## src/rtl/vga_pkg.sv

```systemverilog
// Shared VGA timing defaults (640x480@60 from a 100 MHz clock) and a small
// window-decode helper used by the timing generator.
package vga_pkg;

  localparam int VGA_CLK_DIV  = 4;
  localparam int VGA_H_ACTIVE = 640;
  localparam int VGA_H_FP     = 16;
  localparam int VGA_H_SYNC   = 96;
  localparam int VGA_H_BP     = 48;
  localparam int VGA_V_ACTIVE = 480;
  localparam int VGA_V_FP     = 10;
  localparam int VGA_V_SYNC   = 2;
  localparam int VGA_V_BP     = 33;
  localparam bit VGA_SYNC_POL = 1'b0;

  localparam int VGA_H_TOTAL = VGA_H_ACTIVE + VGA_H_FP + VGA_H_SYNC + VGA_H_BP;
  localparam int VGA_V_TOTAL = VGA_V_ACTIVE + VGA_V_FP + VGA_V_SYNC + VGA_V_BP;

  // True when a counter value lies in the inclusive window [lo, hi].
  function automatic logic in_window(input logic [9:0] c,
                                     input logic [9:0] lo,
                                     input logic [9:0] hi);
    return (c >= lo) && (c <= hi);
  endfunction

endpackage

```

## src/rtl/vga_pix_tick.sv

```systemverilog
// Pixel clock-enable: a one-clk pulse every CLK_DIV system clocks.
// No derived clock is generated; everything downstream stays on clk.
module vga_pix_tick #(
  parameter int CLK_DIV = 4
) (
  input  logic clk,
  input  logic rst_n,
  output logic pix_tick
);

  localparam int CW = (CLK_DIV > 1) ? $clog2(CLK_DIV) : 1;
  localparam logic [CW-1:0] LAST = CW'(CLK_DIV - 1);

  logic [CW-1:0] cnt;

  // Free-running divider counter, 0..CLK_DIV-1, restarting at 0 out of reset.
  always_ff @(posedge clk or negedge rst_n) begin
    if (!rst_n) begin
      cnt <= '0;
    end else if (cnt == LAST) begin
      cnt <= '0;
    end else begin
      cnt <= cnt + 1'b1;
    end
  end

  // Gated with rst_n so the enable is quiet during reset even when CLK_DIV=1.
  assign pix_tick = rst_n && (cnt == LAST);

endmodule

```

## src/rtl/vga_timing_gen.sv

```systemverilog
// VGA timing generator: pixel/line counters, sync/blank decode and a
// two-stage alignment pipeline matching the colouriser's one-clk register.
module vga_timing_gen import vga_pkg::*; #(
  parameter int CLK_DIV  = VGA_CLK_DIV,
  parameter int H_ACTIVE = VGA_H_ACTIVE,
  parameter int H_FP     = VGA_H_FP,
  parameter int H_SYNC   = VGA_H_SYNC,
  parameter int H_BP     = VGA_H_BP,
  parameter int V_ACTIVE = VGA_V_ACTIVE,
  parameter int V_FP     = VGA_V_FP,
  parameter int V_SYNC   = VGA_V_SYNC,
  parameter int V_BP     = VGA_V_BP,
  parameter bit SYNC_POL = VGA_SYNC_POL
) (
  input  logic       clk,
  input  logic       rst_n,
  output logic       pix_tick,
  output logic [9:0] x,
  output logic [9:0] y,
  output logic       frame_start,
  input  logic [3:0] r_in,
  input  logic [3:0] g_in,
  input  logic [3:0] b_in,
  output logic [3:0] vga_r,
  output logic [3:0] vga_g,
  output logic [3:0] vga_b,
  output logic       hsync,
  output logic       vsync
);

  localparam int H_TOTAL = H_ACTIVE + H_FP + H_SYNC + H_BP;
  localparam int V_TOTAL = V_ACTIVE + V_FP + V_SYNC + V_BP;

  localparam logic [9:0] H_LAST   = 10'(H_TOTAL - 1);
  localparam logic [9:0] V_LAST   = 10'(V_TOTAL - 1);
  localparam logic [9:0] H_ACT    = 10'(H_ACTIVE);
  localparam logic [9:0] V_ACT    = 10'(V_ACTIVE);
  localparam logic [9:0] HS_FIRST = 10'(H_ACTIVE + H_FP);
  localparam logic [9:0] HS_LAST  = 10'(H_ACTIVE + H_FP + H_SYNC - 1);
  localparam logic [9:0] VS_FIRST = 10'(V_ACTIVE + V_FP);
  localparam logic [9:0] VS_LAST  = 10'(V_ACTIVE + V_FP + V_SYNC - 1);

  logic [9:0] h_cnt;
  logic [9:0] v_cnt;
  logic       act;
  logic       hs;
  logic       vs;
  logic       act_d1;
  logic       hs_d1;
  logic       vs_d1;

  vga_pix_tick #(
    .CLK_DIV(CLK_DIV)
  ) u_pix_tick (
    .clk     (clk),
    .rst_n   (rst_n),
    .pix_tick(pix_tick)
  );

  assign x = h_cnt;
  assign y = v_cnt;

  // Raster counters: h steps on each pixel tick, v steps when h wraps.
  always_ff @(posedge clk or negedge rst_n) begin
    if (!rst_n) begin
      h_cnt <= '0;
      v_cnt <= '0;
    end else if (pix_tick) begin
      if (h_cnt == H_LAST) begin
        h_cnt <= '0;
        if (v_cnt == V_LAST) begin
          v_cnt <= '0;
        end else begin
          v_cnt <= v_cnt + 10'd1;
        end
      end else begin
        h_cnt <= h_cnt + 10'd1;
      end
    end
  end

  // One-clk pulse following the edge that wraps the raster back to (0,0).
  always_ff @(posedge clk or negedge rst_n) begin
    if (!rst_n) begin
      frame_start <= 1'b0;
    end else begin
      frame_start <= pix_tick && (h_cnt == H_LAST) && (v_cnt == V_LAST);
    end
  end

  // Stage 0: visible-area and sync windows decoded straight from the counters.
  always_comb begin
    act = (h_cnt < H_ACT) && (v_cnt < V_ACT);
    hs  = in_window(h_cnt, HS_FIRST, HS_LAST);
    vs  = in_window(v_cnt, VS_FIRST, VS_LAST);
  end

  // Stage 1: delay the decode one clk so it lines up with the colouriser output.
  always_ff @(posedge clk or negedge rst_n) begin
    if (!rst_n) begin
      act_d1 <= 1'b0;
      hs_d1  <= 1'b0;
      vs_d1  <= 1'b0;
    end else begin
      act_d1 <= act;
      hs_d1  <= hs;
      vs_d1  <= vs;
    end
  end

  // Stage 2: blank-gate the colour and drive the sync pins at their active level.
  always_ff @(posedge clk or negedge rst_n) begin
    if (!rst_n) begin
      vga_r <= 4'd0;
      vga_g <= 4'd0;
      vga_b <= 4'd0;
      hsync <= ~SYNC_POL;
      vsync <= ~SYNC_POL;
    end else begin
      vga_r <= act_d1 ? r_in : 4'd0;
      vga_g <= act_d1 ? g_in : 4'd0;
      vga_b <= act_d1 ? b_in : 4'd0;
      hsync <= hs_d1 ? SYNC_POL : ~SYNC_POL;
      vsync <= vs_d1 ? SYNC_POL : ~SYNC_POL;
    end
  end

endmodule

```

## config.mk

```make
export PLATFORM = sky130hd
export DESIGN_NAME = vga_timing_gen
export DESIGN_NICKNAME = d
export VERILOG_FILES = /design/src/rtl/vga_pkg.sv /design/src/rtl/vga_pix_tick.sv /design/src/rtl/vga_timing_gen.sv
export SDC_FILE = /design/constraint.sdc
export NUM_CORES = 1
export LEC_CHECK = 0
export CORE_ASPECT_RATIO = 1.4
export CORE_MARGIN = 2
export CORE_UTILIZATION = 46
export CTS_CLUSTER_SIZE = 8
export DETAILED_ROUTE_END_ITERATION = 16
export GPL_ROUTABILITY_DRIVEN = 0
export PLACE_DENSITY = 0.8
export SYNTH_ARGS = -nofsm -noshare
export SYNTH_HDL_FRONTEND = slang
export SYNTH_SLANG_ARGS = --single-unit
```

## constraint.sdc

```tcl
create_clock -name clk -period 2.3 [get_ports clk]
set_input_delay 0.46 -clock clk [delete_from_list [all_inputs] [get_ports clk]]
set_output_delay 0.46 -clock clk [all_outputs]
set_load 0.03 [all_outputs]
```

==> impl_metrics.yaml, run 1 <==
cts:
  htree_levels: 2
  root_buffer: "clkbuf_8"
  clk_pin_slew_ns: 0.08
  post_cts_buffers: 0
  clockBufferDepth: 2
  cts_made_buffers: 5
  cts.repair.resized: 0
  clock-sinks: 40
  cts_tree: "done"
  cts_hold_buf: 0
  clkLatencyLatePin_ns: 0.29
flow_run:
  cap_violations: 0
yosys:
  ys_ff_latch: 40
  synthCells: 152
  yosysMostFrequentCell: "dfrtp_1"
  synth_edf_count: 0
  synth_area_um2: 1700
  syn_area_per_cell_um2: 11.2
  ys_seq_area_frac: 0.591
  syn_nets: 171
  netlist.area_leader.share: 0.560
  synth.cells.most_frequent: "38 x dfrtp_1, 14 x and2_1, 12 x nand2_1"
  ys_types: 33
  synthTopCellsByArea: "dfrtp_1 56%, and2_1 5.2%, ha_1 3.7%"
  yosysTopAreaCell: "dfrtp_1"
  synth_async_sr_flop_share: 1.00
  synth_ff_type: "dfrtp_1"
  ys_warn_count: 0
timing:
  fin_crit_ns: 1.99
  slew_headroom: 0.681
  finClkSkew_ns: 0.00601
  worst_pin_slew_ns: 0.478
  post-route-period-util: 0.863
  finalHoldViolCount: 0
  tns_ns: 0
  rsz0062_at_grt: "no"
  setup_viol: 0
  fmax_mhz: 504
  slew_viol_final: 0
global_route:
  grt_pass1_wl_um: 6040
  grt_max_degree: 41
  grt_usage: 0.181
  antenna_found_initial: 0
  grt_overflow: 0
  grt_pass1_vias: 1296
placement:
  port_buffers: 49
  dpl.cell_count: 242
  placed_cell_area_um2: 2240
  post-dp-hpwl_um: 2580
outcome:
  outcome: "finished, final reports clean"
power:
  irDropWorstVdd_v: 0.000870
  leakage_nw: 1.00
  netSwitchingFraction: 0.270
  power_frac_comb: 0.160
  power_frac_clock: 0.358
  switchingPower_w: 0.000439
  power_density_nw_per_um2: 691
  seqPwrFrac: 0.481
  internal-power_w: 0.00119
route:
  vias_per_cell: 5.25
  drt_first_iter_violations: 36
  avgRoutedWirePerCell_um: 14.4
  wl_met1_um: 1470
  drt_first_pass_iters: 4
  antenna_left: 0
  vias: 1313
  top_layer: "met4"
  wl_met2_um: 1830
  wl_met3_um: 224
  routed_wl_um: 3610
  drc: 0
cells_and_area:
  final_area_um2: 2350
  final_nets: 226
  final_cells: 250
  layout-drive-gt1-share: 0.0817
  antennaDiodeCount: 0
  fin_util: 0.651
  synthToLayoutAreaGrowth_pct: 38.4
  num-fill-cells: 249
critical_path:
  critPathRequiredTime_ns: 1.84
  critPathMaxStageDelay_ns: 0.74
  cp_top_family: "buffers and inverters"
  cp.arrival_ns: 1.53
  r2r_slack_ns: 0.43
  crit_type: "reg2out"
  cp_max_fo: 8
  crit_start: "x[4]$_DFFE_PN0N_"
  r2r_end: "y[9]$_DFFE_PN0P_"
  start_kind: "flop"
  critPathBufInv: 1
  rr_startpoint: "x[0]$_DFFE_PN0N_"
  r2r_cells: 5
  crit_slowest_cell: "clkdlybuf4s50_1"
  endpoint_kind: "primary output"
  cp-endpoint: "x[4]"
  cp_num_cells: 1
  path_cells: "clkdlybuf4s50_1"
floorplan:
  core_area_um2: 3610
  dieArea_um2: 4200
  ios: 50
  rows: 26
  fp.dieW_um: 55.4
  die_height_um: 75.9
  start_util: 0.471
hold_path:
  worstHoldPathType: "in2async"
-- cell type report --
class / count / area, um^2 / share of cell area
Sequential cell: 40 / 1000 / 0.427
Multi-Input combinational cell: 100 / 649 / 0.276
Timing Repair Buffer: 51 / 498 / 0.212
Clock buffer: 5 / 68.8 / 0.0293
Tap cell: 42 / 52.6 / 0.0223
Clock inverter: 3 / 46.3 / 0.0197
Inverter: 9 / 33.8 / 0.0144
-- sequential cells by signal, summed over array words and instances (netlist names) --
name            cells
vga_r               4
vs_d1               1
hsync               1
hs_d1               1
u_pix_tick.cnt      2
y                  10
vga_b               4
frame_start         1
vga_g               4
act_d1              1
vsync               1
x                  10
-- routing by layer --
metal / up-vias / GRT usage
met2: 56 / 0.294
met5: - / 0
met4: 0 / 0.0878
li1: 629 / -
met3: 7 / 0.0512
met1: 621 / 0.217
-- cell families after synthesis --
logic type | after synthesis | synth area share
AOI/OAI and AO/OA | 15 | 0.0501
xor gates and xnor gates | 10 | 0.0515
and+or+nand+nor | 69 | 0.238
DFF | 40 | 0.591
adders and majority gates | 5 | 0.0368
buffers and inverters | 12 | 0.0272
muxes | 1 | 0.00589
-- stage by stage --
step	total power [W]	setup slack, ns	hold WS [ns]
4_1_cts	0.00165	0.306	0.248
5_1_grt	0.00170	0.263	0.281
3_3_place_gp	0.00105	0.527	0.342
2_1_floorplan	0.000923	0.468	0.164
6_report	0.00163	0.314	0.231
3_5_place_dp	0.00106	0.463	0.354
-- layout by cell type, fill, tap and decap left out --
cell / n
clkbuf_8: 5
and4_1: 3
dfrtp_1: 38
buf_2: 1
dfstp_2: 2
nand3b_1: 1
nor2_2: 1
o31ai_1: 1
mux2i_1: 1
nor3_1: 6
a21oi_1: 4
xnor2_1: 4
and2_1: 14
or4_1: 1
and4b_4: 1
xor2_1: 6
inv_1: 9
o21ai_0: 7
o21a_1: 1
clkdlybuf4s50_1: 47
nor4bb_1: 1
and3_1: 3
or3_1: 2
nand4b_1: 1
o41ai_1: 1
buf_4: 3
nor4_1: 2
nand4_4: 1
ha_1: 5
bufinv_16: 1
nand4_1: 4
nand3_1: 7
nand2_1: 12
inv_6: 1
clkinvlp_4: 1
nand2b_1: 1
nor2_1: 8
o22ai_1: 1
-- power groups by stage --
stage	clock, W	combinational, W	sequential [W]
after global placement	0	0.000258	0.000793
after CTS	0.000603	0.000265	0.000781
after detailed placement	0	0.000262	0.000795
after floorplan	0	0.0000520	0.000871
after global routing	0.000628	0.000281	0.000787
final	0.000582	0.000260	0.000782
-- how the worst min path moves through the flow --
stage,start,slack [ns],cells past startpoint,end
after floorplan,rst_n,0.16,0,act_d1$_DFF_PN0_
after global placement,vs_d1$_DFF_PN0_,0.34,1,vsync$_DFF_PN1_
after detailed placement,vs_d1$_DFF_PN0_,0.35,1,vsync$_DFF_PN1_
after CTS,rst_n,0.25,2,x[6]$_DFFE_PN0N_
after global routing,rst_n,0.28,2,x[7]$_DFFE_PN0N_
final,rst_n,0.23,2,u_pix_tick.cnt[1]$_DFF_PN0_
No activity file was read; power rests on OpenSTA's default activity.
==> run 2, diff against run 1 <==
==> constraint.sdc (replaced) <==
create_clock -name clk -period 2.18 [get_ports clk]
set_input_delay 0.436 -clock clk [delete_from_list [all_inputs] [get_ports clk]]
set_output_delay 0.436 -clock clk [all_outputs]
set_load 0.03 [all_outputs]
==> run 2 against run 1 <==
Effect of this change: sequential cell count is the same; clock skew is essentially flat; critical endpoint unchanged; setup slack lost 0.088 ns.
==> impl_metrics.yaml, run 2 (same netlist as run 1, synthesis figures left out) <==
route:
  drt_first_iter_violations: 23
  vias: 1316
  avgRoutedWirePerCell_um: 14.1
  drt_first_pass_iters: 5
  drc: 0
  antenna_left: 0
  vias_per_cell: 5.26
  routed_wl_um: 3530
critical_path:
  crit_type: "reg2out"
  cp_max_fo: 8
  endpoint_kind: "primary output"
  crit_slowest_cell: "clkdlybuf4s50_1"
  critPathMaxStageDelay_ns: 0.73
  critPathRequiredTime_ns: 1.74
  start_kind: "flop"
  r2r_slack_ns: 0.31
  cp_top_family: "buffers and inverters"
  critPathBufInv: 1
  cp.arrival_ns: 1.52
  path_cells: "clkdlybuf4s50_1"
power:
  p_total_w: 0.00157
  leakage_nw: 0.993
  power_density_nw_per_um2: 677
  irDropWorstVdd_v: 0.000561
timing:
  slew_headroom: 0.672
  worst_pin_slew_ns: 0.492
  rsz0062_at_grt: "no"
  post-route-period-util: 0.896
  tns_ns: 0
  setup_viol: 0
  fin_crit_ns: 1.95
  slew_viol_final: 0
  finalHoldViolCount: 0
  fmax_mhz: 512
  finClkSkew_ns: 0.00585
cells_and_area:
  synthToLayoutAreaGrowth_pct: 36.8
  layout-drive-gt1-share: 0.0817
  final_cells: 250
  antennaDiodeCount: 0
  fin_util: 0.644
  final_nets: 226
  final_area_um2: 2320
  final_common_cell: "clkdlybuf4s50_1"
  layout_common_cells: "47 x clkdlybuf4s50_1, 38 x dfrtp_1, 14 x and2_1"
cts:
  clockBufferDepth: 2
  cts.repair.resized: 0
  clk_pin_slew_ns: 0.07
  root_buffer: "clkbuf_8"
  cts_tree: "done"
  cts_made_buffers: 5
  htree_levels: 2
  post_cts_buffers: 0
  clkLatencyLatePin_ns: 0.29
  cts_hold_buf: 0
  clock-sinks: 40
floorplan:
  core_area_um2: 3610
  dieArea_um2: 4200
  start_util: 0.471
  die_height_um: 75.9
  rows: 26
  fp.dieW_um: 55.4
  ios: 50
flow_run:
  cap_violations: 0
global_route:
  grt_overflow: 0
  grt_max_degree: 42
  antenna_found_initial: 0
  grt_pass1_vias: 1316
  grt_usage: 0.182
  grt_pass1_wl_um: 6090
placement:
  dpl.cell_count: 242
  port_buffers: 49
  placed_cell_area_um2: 2240
  post-dp-hpwl_um: 2600
outcome:
  outcome: "finished, final reports clean"
hold_path:
  worstHoldPathType: "in2async"
-- run 2: cell types whose count changed in the layout (fill, tap and decap cells not counted), sizes merged --
cell,before,now
clkinv,0,3
bufinv,1,0
clkinvlp,1,0
inv,10,9
-- run 2: routing by layer --
layer	track usage	vias to the layer above	wire [um]
li1	-	630	-
met1	0.218	632	1460
met2	0.305	46	1800
met3	0.0478	8	190
met4	0.0805	0	80
met5	0	-	0
-- run 2: report_power, final --
| group | leakage (nW) | total, W | internal [W] | switching (W) |
|---|---|---|---|---|
| Sequential | 0.492 | 0.000825 | 0.000783 | 0.0000414 |
| Clock | 0.0479 | 0.000476 | 0.000223 | 0.000254 |
| Combinational | 0.453 | 0.000273 | 0.000123 | 0.000150 |
| Total | 0.993 | 0.00157 | 0.00113 | 0.000445 |
-- run 2: per-stage QoR --
step	setup WS [ns]	hold slack (ns)
floorplan	0.348	0.140
global placement	0.413	0.341
detailed placement	0.333	0.351
CTS	0.226	0.229
global route	0.181	0.263
finish	0.226	0.206
-- run 2: final cells by class --
| type | count | area [um^2] |
|---|---|---|
| repair buffers | 51 | 498 |
| well taps | 42 | 52.6 |
| clock inverters | 3 | 18.8 |
| inverters | 9 | 33.8 |
| multi-input cells | 100 | 649 |
| flip-flops and latches | 40 | 1000 |
| fillers | 292 | 1290 |
| clock buffers | 5 | 68.8 |
-- run 2: worst reg2reg max path: cells and delay by family (launching register included) --
family,cells,cell delay [ns]
simple gates,3,1.06
flops,1,0.41
fa+ha+maj,1,0.18
compound gates,1,0.15
-- run 2: path summary, 6_finish.rpt --
path | to | startpoint | cells past startpoint
worst min-delay path | u_pix_tick.cnt[0]$_DFF_PN0_ | rst_n | 2
worst max-delay path | x[4] | x[4]$_DFFE_PN0N_ | 1
min in group clk | vsync$_DFF_PN1_ | vs_d1$_DFF_PN0_ | 1
worst max register to register | y[9]$_DFFE_PN0P_ | x[0]$_DFFE_PN0N_ | 5
worst min register to register | vsync$_DFF_PN1_ | vs_d1$_DFF_PN0_ | 1
max in group asynchronous | vsync$_DFF_PN1_ | rst_n | 2
==> run 3, diff against run 2 <==
--- a/config.mk
+++ b/config.mk
@@ -5,13 +5,14 @@
 export SDC_FILE = /design/constraint.sdc
 export NUM_CORES = 1
 export LEC_CHECK = 0
+export ABC_AREA = 0
 export CORE_ASPECT_RATIO = 1.4
 export CORE_MARGIN = 2
-export CORE_UTILIZATION = 46
+export CORE_UTILIZATION = 40
 export CTS_CLUSTER_SIZE = 8
 export DETAILED_ROUTE_END_ITERATION = 16
 export GPL_ROUTABILITY_DRIVEN = 0
-export PLACE_DENSITY = 0.8
+export PLACE_DENSITY = 0.71
 export SYNTH_ARGS = -nofsm -noshare
 export SYNTH_HDL_FRONTEND = slang
 export SYNTH_SLANG_ARGS = --single-unit
==> run 3 against run 2 <==
Effect of this change: critical path depth unchanged; routed wire length is 1.0% higher; final cell count up 1.2%; global-route usage shrank 2.1 points; sequential share of layout area is 0.16 points lower; die area up 14%; total power rose by 0.98%; worst hold slack better by 0.012 ns; critical endpoint is now x[5]; highest routed layer unchanged.
==> impl_metrics.yaml, run 3 (same netlist as run 1, synthesis figures left out) <==
route:
  avgRoutedWirePerCell_um: 14.1
  vias_per_cell: 5.27
  vias: 1333
  routed_wl_um: 3570
  drt_first_pass_iters: 4
  drc: 0
  drt_first_iter_violations: 36
  antenna_left: 0
power:
  leakage_nw: 0.996
  p_total_w: 0.00159
  power_frac_clock: 0.309
  internal-power_w: 0.00116
  power_frac_comb: 0.172
  power_density_nw_per_um2: 681
  irDropWorstVdd_v: 0.000340
  switchingPower_w: 0.000431
  seqPwrFrac: 0.519
  netSwitchingFraction: 0.271
critical_path:
  crit_type: "reg2out"
  critPathRequiredTime_ns: 1.74
  cp.arrival_ns: 1.50
  crit_slowest_cell: "clkdlybuf4s50_1"
  path_cells: "clkdlybuf4s50_1"
  cp_top_family: "buffers and inverters"
  critPathMaxStageDelay_ns: 0.73
  start_kind: "flop"
  cp_max_fo: 7
  critPathBufInv: 1
  endpoint_kind: "primary output"
placement:
  port_buffers: 49
  post-dp-hpwl_um: 2600
timing:
  slew_headroom: 0.673
  post-route-period-util: 0.887
  finClkSkew_ns: 0.00375
  finalHoldViolCount: 0
  rsz0062_at_grt: "no"
  worst_pin_slew_ns: 0.490
  slew_viol_final: 0
  setup_viol: 0
  fin_crit_ns: 1.93
  fmax_mhz: 517
  tns_ns: 0
cts:
  root_buffer: "clkbuf_8"
  post_cts_buffers: 0
  htree_levels: 2
  cts_tree: "done"
  clkLatencyLatePin_ns: 0.28
  cts_hold_buf: 0
  clockBufferDepth: 2
  cts_made_buffers: 5
  clock-sinks: 40
  cts.repair.resized: 0
  clk_pin_slew_ns: 0.07
cells_and_area:
  final_nets: 226
  antennaDiodeCount: 0
  layout-drive-gt1-share: 0.0817
  synthToLayoutAreaGrowth_pct: 37.3
  layout_common_cells: "47 x clkdlybuf4s50_1, 38 x dfrtp_1, 14 x and2_1"
  final_common_cell: "clkdlybuf4s50_1"
global_route:
  grt_max_degree: 42
  grt_pass1_vias: 1349
  antenna_found_initial: 0
  grt_usage: 0.161
  grt_pass1_wl_um: 5950
  grt_overflow: 0
hold_path:
  worstHoldPathType: "in2async"
floorplan:
  fp.dieW_um: 59.1
  rows: 28
  start_util: 0.408
  ios: 50
  core_area_um2: 4170
  dieArea_um2: 4790
  die_height_um: 81.1
outcome:
  outcome: "finished, final reports clean"
flow_run:
  cap_violations: 0
-- run 3: metrics by stage --
step                      setup slack [ns]   util  cell area, um^2  cells  hold WS [ns]
after floorplan                      0.348      -             1700    152         0.140
after global routing                 0.170  0.560             2330    253         0.263
after global placement               0.390  0.538             2240    245         0.340
after detailed placement             0.373  0.538             2240    245         0.347
after CTS                            0.232  0.560             2330    253         0.235
final                                0.247  0.560             2330    253         0.218
-- run 3: layout make-up --
cell class / count / area (um^2)
fill: 392 / 1840
tap: 45 / 56.3
sequential: 40 / 1000
clock buffer: 6 / 82.6
clock inverter: 2 / 10.0
inverter: 9 / 33.8
multi-input combinational: 100 / 649
timing repair buffer: 51 / 498
-- run 3: worst paths after layout --
kind,start,endpoint,slack (ns),cells past startpoint
min in group clk,vs_d1$_DFF_PN0_,vsync$_DFF_PN1_,0.35,1
worst max-delay path,x[5]$_DFFE_PN0N_,x[5],0.25,1
max in group asynchronous,rst_n,vsync$_DFF_PN1_,1.60,2
worst min-delay path,rst_n,x[1]$_DFFE_PN0N_,0.22,2
worst max register to register,x[0]$_DFFE_PN0N_,y[9]$_DFFE_PN0P_,0.34,5
worst min register to register,vs_d1$_DFF_PN0_,vsync$_DFF_PN1_,0.35,1
-- run 3: metal layers --
metal | part of all wire | routed length [um] | vias to the layer above | GRT usage
met5 | 0 | 0 | - | 0
met4 | 0.0056 | 20 | 0 | 0.0477
met3 | 0.065 | 233 | 2 | 0.0462
met2 | 0.50 | 1800 | 52 | 0.281
met1 | 0.42 | 1520 | 651 | 0.189
li1 | - | - | 628 | -
-- run 3: power by group through the flow --
stage / logic [W] / clock network (W) / registers [W]
2_1_floorplan: 0.0000548 / 0 / 0.000919
3_3_place_gp: 0.000272 / 0 / 0.000836
3_5_place_dp: 0.000277 / 0 / 0.000840
4_1_cts: 0.000278 / 0.000511 / 0.000825
5_1_grt: 0.000292 / 0.000542 / 0.000834
6_report: 0.000273 / 0.000492 / 0.000825
